$ cat src/rtl/ioctl_loader_pkg.sv
// Shared types for the ioctl ROM loader: FSM states, FIFO entry layout and
// the default graphics-region base address.
package ioctl_loader_pkg;

  typedef enum logic [1:0] {ST_SYNC, ST_IDLE, ST_ISSUE, ST_WAIT} ld_state_e;

  typedef struct packed {
    logic [24:0] addr;
    logic [7:0]  data;
  } fifo_ent_t;

  localparam logic [24:0] GFX_BASE_DEF = 25'h10000;

endpackage

$ cat src/rtl/loader_fifo.sv
// Small synchronous FIFO of {addr,data} bytes; a push on a full FIFO is
// still taken when a pop happens in the same cycle.
module loader_fifo
  import ioctl_loader_pkg::*;
#(
  parameter int DEPTH = 4
) (
  input  logic      clk_i,
  input  logic      rst_ni,
  input  logic      push_i,
  input  fifo_ent_t din_i,
  input  logic      pop_i,
  output fifo_ent_t dout_o,
  output logic      full_o,
  output logic      empty_o
);

  localparam int AW = (DEPTH > 1) ? $clog2(DEPTH) : 1;

  fifo_ent_t       mem_q [DEPTH];
  logic [AW-1:0]   wp_q, wp_d, rp_q, rp_d;
  logic [AW:0]     cnt_q, cnt_d;
  logic            do_push, do_pop;

  assign empty_o = (cnt_q == '0);
  assign full_o  = (cnt_q == (AW+1)'(DEPTH));
  assign do_pop  = pop_i & ~empty_o;
  assign do_push = push_i & (~full_o | do_pop);
  assign dout_o  = mem_q[rp_q];

  always_comb begin
    wp_d  = wp_q;
    rp_d  = rp_q;
    cnt_d = cnt_q;
    if (do_push) wp_d = wp_q + AW'(1);
    if (do_pop)  rp_d = rp_q + AW'(1);
    if (do_push && !do_pop)      cnt_d = cnt_q + (AW+1)'(1);
    else if (!do_push && do_pop) cnt_d = cnt_q - (AW+1)'(1);
  end

  always_ff @(posedge clk_i or negedge rst_ni) begin
    if (!rst_ni) begin
      wp_q  <= '0;
      rp_q  <= '0;
      cnt_q <= '0;
    end else begin
      wp_q  <= wp_d;
      rp_q  <= rp_d;
      cnt_q <= cnt_d;
    end
  end

  // Storage needs no reset: nothing is read until the count says so.
  always_ff @(posedge clk_i) begin
    if (do_push) mem_q[wp_q] <= din_i;
  end

endmodule

$ cat src/rtl/ioctl_rom_loader.sv
// Turns the data_io byte stream into byte-masked 16-bit SDRAM writes on two
// toggle-handshake ports and releases the core once the image has drained.
module ioctl_rom_loader
  import ioctl_loader_pkg::*;
#(
  parameter logic [24:0] GFX_BASE   = GFX_BASE_DEF,
  parameter logic [7:0]  ROM_INDEX  = 8'd0,
  parameter int          FIFO_DEPTH = 4
) (
  input  logic        clk_sys,
  input  logic        reset,
  input  logic        ioctl_downl,
  input  logic [7:0]  ioctl_index,
  input  logic        ioctl_wr,
  input  logic [24:0] ioctl_addr,
  input  logic [7:0]  ioctl_dout,
  input  logic        reset_req,
  output logic        port1_req,
  input  logic        port1_ack,
  output logic [22:0] port1_a,
  output logic [1:0]  port1_ds,
  output logic [15:0] port1_d,
  output logic        port1_we,
  output logic        port2_req,
  input  logic        port2_ack,
  output logic [22:0] port2_a,
  output logic [1:0]  port2_ds,
  output logic [15:0] port2_d,
  output logic        port2_we,
  output logic        rom_loaded,
  output logic        core_reset_n,
  output logic        overflow
);

  ld_state_e   state_q, state_d;
  logic        wr_q;
  logic        cap_vld_q, cap_vld_d;
  fifo_ent_t   cap_q, cap_d;
  fifo_ent_t   ent_q, ent_d;
  fifo_ent_t   fifo_dout;
  logic        fifo_full, fifo_empty, pop;
  logic        p1_req_q, p1_req_d, p2_req_q, p2_req_d;
  logic [22:0] p1_a_q, p1_a_d, p2_a_q, p2_a_d;
  logic [1:0]  p1_ds_q, p1_ds_d, p2_ds_q, p2_ds_d;
  logic [15:0] p1_d_q, p1_d_d, p2_d_q, p2_d_d;
  logic        p2_iss_q, p2_iss_d;
  logic        seen_q, seen_d, loaded_q, loaded_d, crst_q, crst_d, ovf_q, ovf_d;
  logic        idx_ok, busy;
  logic [23:0] gfx_off;

  assign idx_ok    = (ioctl_index == ROM_INDEX);
  assign cap_vld_d = ioctl_wr & ~wr_q & ioctl_downl & idx_ok;
  assign cap_d     = cap_vld_d ? '{addr: ioctl_addr, data: ioctl_dout} : cap_q;
  // Bit 24 of the difference never reaches an SDRAM word address.
  assign gfx_off   = ent_q.addr[23:0] - GFX_BASE[23:0];
  assign busy      = (state_q == ST_ISSUE) || (state_q == ST_WAIT);

  loader_fifo #(.DEPTH(FIFO_DEPTH)) u_fifo (
    .clk_i   (clk_sys),
    .rst_ni  (reset),
    .push_i  (cap_vld_q),
    .din_i   (cap_q),
    .pop_i   (pop),
    .dout_o  (fifo_dout),
    .full_o  (fifo_full),
    .empty_o (fifo_empty)
  );

  always_comb begin
    state_d  = state_q;
    pop      = 1'b0;
    ent_d    = ent_q;
    p1_req_d = p1_req_q;
    p1_a_d   = p1_a_q;
    p1_ds_d  = p1_ds_q;
    p1_d_d   = p1_d_q;
    p2_req_d = p2_req_q;
    p2_a_d   = p2_a_q;
    p2_ds_d  = p2_ds_q;
    p2_d_d   = p2_d_q;
    p2_iss_d = p2_iss_q;
    case (state_q)
      ST_SYNC: begin
        // Adopt the controller's ack phase so no request looks pending.
        p1_req_d = port1_ack;
        p2_req_d = port2_ack;
        state_d  = ST_IDLE;
      end
      ST_IDLE: begin
        if (!fifo_empty) begin
          pop     = 1'b1;
          ent_d   = fifo_dout;
          state_d = ST_ISSUE;
        end
      end
      ST_ISSUE: begin
        p1_a_d   = ent_q.addr[23:1];
        p1_ds_d  = {ent_q.addr[0], ~ent_q.addr[0]};
        p1_d_d   = {ent_q.data, ent_q.data};
        p1_req_d = ~p1_req_q;
        p2_iss_d = (ent_q.addr >= GFX_BASE);
        if (ent_q.addr >= GFX_BASE) begin
          p2_a_d   = gfx_off[23:1];
          p2_ds_d  = {gfx_off[0], ~gfx_off[0]};
          p2_d_d   = {ent_q.data, ent_q.data};
          p2_req_d = ~p2_req_q;
        end
        state_d = ST_WAIT;
      end
      ST_WAIT: begin
        if ((port1_ack == p1_req_q) && (!p2_iss_q || (port2_ack == p2_req_q)))
          state_d = ST_IDLE;
      end
      default: state_d = ST_SYNC;
    endcase
  end

  assign seen_d   = seen_q | (ioctl_downl & idx_ok);
  assign loaded_d = loaded_q | (~ioctl_downl & seen_q & fifo_empty & ~cap_vld_q &
                                (state_q == ST_IDLE));
  assign crst_d   = loaded_q & ~reset_req & ~ioctl_downl;
  assign ovf_d    = ovf_q | (cap_vld_q & fifo_full & ~pop);

  always_ff @(posedge clk_sys or negedge reset) begin
    if (!reset) begin
      state_q   <= ST_SYNC;
      wr_q      <= 1'b0;
      cap_vld_q <= 1'b0;
      cap_q     <= '0;
      ent_q     <= '0;
      p1_req_q  <= 1'b0;
      p1_a_q    <= '0;
      p1_ds_q   <= '0;
      p1_d_q    <= '0;
      p2_req_q  <= 1'b0;
      p2_a_q    <= '0;
      p2_ds_q   <= '0;
      p2_d_q    <= '0;
      p2_iss_q  <= 1'b0;
      seen_q    <= 1'b0;
      loaded_q  <= 1'b0;
      crst_q    <= 1'b0;
      ovf_q     <= 1'b0;
    end else begin
      state_q   <= state_d;
      wr_q      <= ioctl_wr;
      cap_vld_q <= cap_vld_d;
      cap_q     <= cap_d;
      ent_q     <= ent_d;
      p1_req_q  <= p1_req_d;
      p1_a_q    <= p1_a_d;
      p1_ds_q   <= p1_ds_d;
      p1_d_q    <= p1_d_d;
      p2_req_q  <= p2_req_d;
      p2_a_q    <= p2_a_d;
      p2_ds_q   <= p2_ds_d;
      p2_d_q    <= p2_d_d;
      p2_iss_q  <= p2_iss_d;
      seen_q    <= seen_d;
      loaded_q  <= loaded_d;
      crst_q    <= crst_d;
      ovf_q     <= ovf_d;
    end
  end

  assign port1_req    = p1_req_q;
  assign port1_a      = p1_a_q;
  assign port1_ds     = p1_ds_q;
  assign port1_d      = p1_d_q;
  assign port1_we     = ioctl_downl | busy | ~fifo_empty;
  assign port2_req    = p2_req_q;
  assign port2_a      = p2_a_q;
  assign port2_ds     = p2_ds_q;
  assign port2_d      = p2_d_q;
  assign port2_we     = ioctl_downl | busy | ~fifo_empty;
  assign rom_loaded   = loaded_q;
  assign core_reset_n = crst_q;
  assign overflow     = ovf_q;

endmodule

$ cat config.mk
export PLATFORM = sky130hd
export DESIGN_NAME = ioctl_rom_loader
export DESIGN_NICKNAME = d
export VERILOG_FILES = /design/src/rtl/ioctl_loader_pkg.sv /design/src/rtl/loader_fifo.sv /design/src/rtl/ioctl_rom_loader.sv
export SDC_FILE = /design/constraint.sdc
export NUM_CORES = 1
export LEC_CHECK = 0
export CELL_PAD_IN_SITES_DETAIL_PLACEMENT = 0
export CELL_PAD_IN_SITES_GLOBAL_PLACEMENT = 2
export CORE_MARGIN = 5
export CORE_UTILIZATION = 46
export DETAILED_ROUTE_END_ITERATION = 12
export DONT_BUFFER_PORTS = 1
export PLACE_DENSITY = 0.81
export SYNTH_ARGS = -nofsm -noshare
export SYNTH_HDL_FRONTEND = slang
export SYNTH_SLANG_ARGS = --single-unit
$ cat constraint.sdc
create_clock -name clk_sys -period 2.65 [get_ports clk_sys]
set_input_delay 0.53 -clock clk_sys [delete_from_list [all_inputs] [get_ports clk_sys]]
set_output_delay 0.53 -clock clk_sys [all_outputs]
set_load 0.05 [all_outputs]
# Word-level counts from Yosys, hierarchy flattened
# Memory sizes are Yosys's and may differ from the RTL's. A register that Yosys moved wholly into a read port is not among the register bits.
# Index checks and enable logic that the tools add are counted.
# classes
n_addsub,5
magnitude_cmp,1
n_eq_ne,9
muxes,12
bitwise_logic,31
reduce_logical,18
# ops
operator,count
"25-bit by 17-bit greater-or-equal comparator with 1-bit output, second input constant",1
"24-bit by 17-bit subtractor with 24-bit output, second input constant",1
1-bit bitwise AND,14
1-bit inverter,11
8-bit zero test,1
2-bit case mux with 4 select lines,1
2-bit AND reduction,4
3-bit two-way mux,2
1-bit OR,6
1-bit two-way mux,5
"2-bit by 1-bit adder with 2-bit output, second input constant",2
"2-bit == test, second input constant",2
1-bit zero test,4
2-bit two-way mux,2
"2-bit by 1-bit inequality test with 1-bit output, second input constant",2
1-bit case mux with 2 select lines,2
2-bit nonzero test,2
"3-bit by 1-bit adder with 3-bit output, second input constant",1
"3-bit == test, second input constant",1
1-bit logical AND,3
3-bit zero test,1
"3-bit by 1-bit subtractor with 3-bit output, second input constant",1
1-bit == test,2
"2-bit by 1-bit == test with 1-bit output, second input constant",1
3 further kinds,4
# totals
regBits,133
mem_bits_rw,132
inputBits,48
word_cells,98
memories,1
# mem_list
name,words,width,rd,rd_clocked_by_memory_dff,write_ports,line_no,source
u_fifo.mem_q,4,33,1,1,1,loader_fifo.sv:20,fifo_ent_t mem_q [DEPTH];

# Depth between registers and ports, before layout
# logic_depth
word_depth,10
ltp_mapped,11
ltp_nobuf,10

# Cells and area by module
# From an unflattened synthesis, not the netlist that was laid out.
# unflattened
hier_cells,668
area_unflattened_um2,11053.1
# modules_own_cells
module,n_inst,cells_per_inst,area_per_inst_um2,seq_area_each_um2
ioctl_rom_loader,1,460,5810.6,3578.4
loader_fifo,1,208,5242.5,4139.0

# Worst setup path before layout
# No wires, ideal clock.
# synth_timing
kind,reg2out
from,register state_q[0]
to,output port port2_we
t_arrival_ns,1.870
setup_slack_ns,0.250
stages_incl_launch_ff,6
n_path_buf,2
path_cell_list,dfrtp_1 inv_1 ha_1 clkbuf_1 or4_1 buf_4
# synth_via
elab_chain_len,4
elab_cells_between_ends,5
cone_classes,eq/ne (2); bitwise (2); reduce/logical (1)
# synth_lines
item,line_no,source
start: declaration,ioctl_rom_loader.sv:35,"ld_state_e state_q, state_d;"
start signal: assignment,ioctl_rom_loader.sv:145,state_q <= state_d;
2-bit == test,ioctl_rom_loader.sv:56,assign busy = (state_q == ST_ISSUE) || (state_q == ST_WAIT);
1-bit logical OR *,ioctl_rom_loader.sv:56,
1-bit OR * (2 in a row),-,
end: declaration,ioctl_rom_loader.sv:29,"output logic port2_we,"
# Every way passes the cells marked *; elsewhere a longest branch is shown, timed or not.

# Worst setup path in the final report
# layout_timing
from,register u_fifo.cnt_q[0]
to,output port port1_we
# layout_via
elab_chain_len,3
# layout_lines
item,line_no,source
start: declaration,loader_fifo.sv:22,"logic [AW:0] cnt_q, cnt_d;"
start signal: assignment,loader_fifo.sv:49,cnt_q <= cnt_d;
3-bit zero test,loader_fifo.sv:25,assign empty_o = (cnt_q == '0);
1-bit inverter (no line),-,
1-bit OR,ioctl_rom_loader.sv:170,assign port1_we = ioctl_downl | busy | ~fifo_empty;
end: declaration,ioctl_rom_loader.sv:23,"output logic port1_we,"
# No other way between the ends.

==> impl_metrics.csv <==
group,metric,value,unit
placement,placed_cell_area,11100,um^2
power,peakVddDrop,512,uV
sta,clock_skew,15.5,ps
logic_synthesis,ys_warn_count,0,
setup_path,cp.required,2120,ps
route,ant_nets,0,
route,vias,5269,
route,wl_met3,1.16,mm
sta,fmax,386,MHz
sta,setup_viol,0,
cells_and_area,nets,720,
sta,hold_viol_final,150,
clocking,root_buffer,"clkbuf_16",
clocking,clkSlewWorstSetupHoldPaths,70,ps
logic_synthesis,synthCells,665,
route,drt_iter0_drc,257,
placement,port_buffers,0,
placement,place_inst,947,
die,die_x,164,um
cells_and_area,antenna_cells,0,
sta,slew_headroom,38.3,%
route,drcViolationCount,0,
global_route,grt_max_degree,151,
sta,rsz0062_at_grt,"no",
logic_synthesis,synth_commonest_cells,"150 x dfrtp_1, 132 x edfxtp_1, 75 x mux2_2, 58 x nand2_1, 53 x o21ai_0",
placement,gp_congestion,0.745,
global_route,grt_usage,15.3,%
die,core,23300,um^2
clocking,numCtsBuffers,29,
logic_synthesis,synth.most_common_cell,"dfrtp_1",
setup_path,critPathLaunchType,"flip-flop",
global_route,grt_pass1_wl,32.4,mm
cells_and_area,stdcell_count,1001,
cells_and_area,multi_input_area,2760,um^2
clocking,cts_max_path_buffers,3,
logic_synthesis,synth_top_cell_area_share,36.5,%
setup_path,end_kind,"primary output",
logic_synthesis,syn_nets,725,
setup_path,arrival,2060,ps
cells_and_area,nFillCells,1891,
power,p_sw,5.99,mW
logic_synthesis,synth_cell_types,43,
sta,fin_tns_setup,0,ps
clocking,worstSkewPairLatency,540,ps
clocking,clkSinkCount,282,
sta,slew_violations,0,
logic_synthesis,synth_flop_cell,"dfrtp_1",
power,p_int,9.20,mW
route,drt_wl_total,20.3,mm
sta,post-route-min-period,2590,ps
route,post_drt_wl_per_cell,20.3,um
sta,worst_pin_slew,926,ps
die,fp.dieH,164,um
sta,post-route-period-util,97.8,%
cells_and_area,areaGrowthSynthToFinish,11.2,%
logic_synthesis,synth_edf_count,132,
power,power_frac_seq,55.2,%
power,swShare,39.4,%
die,die-area,26800,um^2
global_route,grt_pass1_vias,5632,
global_route,antenna_found_initial,0,
outcome,outcome,"finished, violations left",
setup_path,worstPathMaxFanout,5,
logic_synthesis,synthArstFlopShare,53.2,%
route,viasPerCell,5.26,
outcome,violations,"hold timing",
power,p_leak,4.58,nW
logic_synthesis,synth.area.top_cells,"edfxtp_1 37%, dfrtp_1 35%, mux2_2 7.8%",
job,max_cap_violations,0,
die,start_util,46.5,%
logic_synthesis,syn-mean-instance-area,16.3,um^2
clocking,htree_levels,1,
setup_path,crit_chain,"or3_4 > or4_4 > buf_8",
min_path,hold_path_class,"input port to async pin",
logic_synthesis,synth_area_leader_cell,"edfxtp_1",
cells_and_area,final_cell_area,12100,um^2
setup_path,slowest_delay,460,ps
route,dr.pass1.iters,4,
setup_path,critPathSlowestCell,"dfrtp_2",
power,p_per_area,1260,nW/um^2
die,rows,56,
route,highest_layer,"met4",
setup_path,criticalPathCategory,"flip-flop to primary output",
clocking,postCtsHoldBufs,1,
route,wirelength_met1,8.92,mm
logic_synthesis,ys_ff_latch,282,
placement,hpwlAfterDp,12.6,mm
cells_and_area,seqCellArea,7720,um^2
logic_synthesis,synth_area,10900,um^2
logic_synthesis,ys_seq_area_share,71.1,%
power,comb_power_share,18.4,%
clocking,cts_tree,"done",
die,ios,137,
global_route,grt-ovfl-total,0,
route,wl_met2,9.68,mm
cells_and_area,drive_gt1_share,25.5,%
sta,hold_slack,-305,ps
power,clkPwrFrac,26.4,%
## layer usage
layer  up-vias  track usage (%)
met5         -                0
met1      2725             20.9
met2       121             25.0
met3        37             3.18
met4         0             4.96
li1       2386                -
## timing repair
item	4_1_cts	5_1_grt
endpoints found under the hold margin	151	150
gates resized for setup	2	4
endpoints found under the setup margin	2	3
buffers inserted	0	0
## final timing paths
path / start / to / slack [ps] / cells past startpoint
min in group clk_sys: reset_req / core_reset_n / 50 / 1
max in group asynchronous: reset / port1_a[2] / 2680 / 0
worst min-delay path: reset / cap_q[25] / -300 / 0
worst min register to register: wr_q / cap_vld_q / 440 / 1
worst max register to register: state_q[1] / u_fifo.cnt_q[1] / 180 / 9
worst max-delay path: u_fifo.cnt_q[0] / port1_we / 60 / 3
## logic make-up (layout without fill, tap and decap cells)
family | count (synthesis) | in the layout | synth area share (%)
compound gates | 72 | 72 | 3.77
xor+xnor | 13 | 13 | 1.05
fa+ha+maj | 12 | 12 | 1.45
buf+inv | 83 | 100 | 3.73
flops | 282 | 282 | 71.1
mux | 110 | 110 | 14.8
simple gates | 93 | 93 | 4.11
## power groups by stage
stage / clock network [mW] / registers, mW / logic (mW)
after global placement: 0 / 8.45 / 2.72
after global routing: 4.31 / 8.50 / 3.12
final: 4.01 / 8.39 / 2.79
after detailed placement: 0 / 8.50 / 2.82
after floorplan: 0 / 7.75 / 2.89
after CTS: 4.11 / 8.40 / 2.84
## registers in the layout (all words and copies together) (netlist names), 3 cells and up
register,cells
cap_q,33
ent_q,33
port1_a,23
port1_d,8
port2_a,23
port2_d,8
u_fifo.cnt_q,3
u_fifo.mem_q,132
## area by class of cell
type                       count  area share, %
multi-input combinational    300           22.9
clock inverter                18           1.63
clock buffer                  35           6.20
inverter                      37           1.15
tap                          319           3.31
sequential                   282           63.9
timing repair buffer          10          0.912
## metrics by stage
step / setup WS (ps) / total power [mW] / util (%)
after floorplan: 250 / 10.6 / -
after global placement: 292 / 11.2 / 47.5
after detailed placement: 129 / 11.3 / 47.5
after CTS: 16.2 / 15.4 / 51.7
after global routing: 15.0 / 15.9 / 51.7
final: 57.9 / 15.2 / 51.7
## worst max-delay path, delay by kind of cell, from the launching register on
family / cells / cell delay (ps)
buffers and inverters: 1 / 190
DFF: 1 / 460
and+or+nand+nor: 2 / 870
## layout by cell type (no fill, tap or decap), types with 3 or more instances in the layout
cell type	n
bufinv_16	4
o21ai_1	5
nand2_1	57
nor2b_1	4
clkbuf_1	6
dfrtp_1	148
clkinvlp_4	3
clkbuf_16	29
ha_1	10
xnor2_1	9
and2_2	4
clkinv_1	4
o21ai_0	53
nor2_1	5
a21oi_1	4
clkinv_2	6
mux4_2	33
nor3_1	5
mux2_2	75
edfxtp_1	132
xor2_1	4
inv_1	37
buf_4	6
Power figures use the tool's default switching activity.
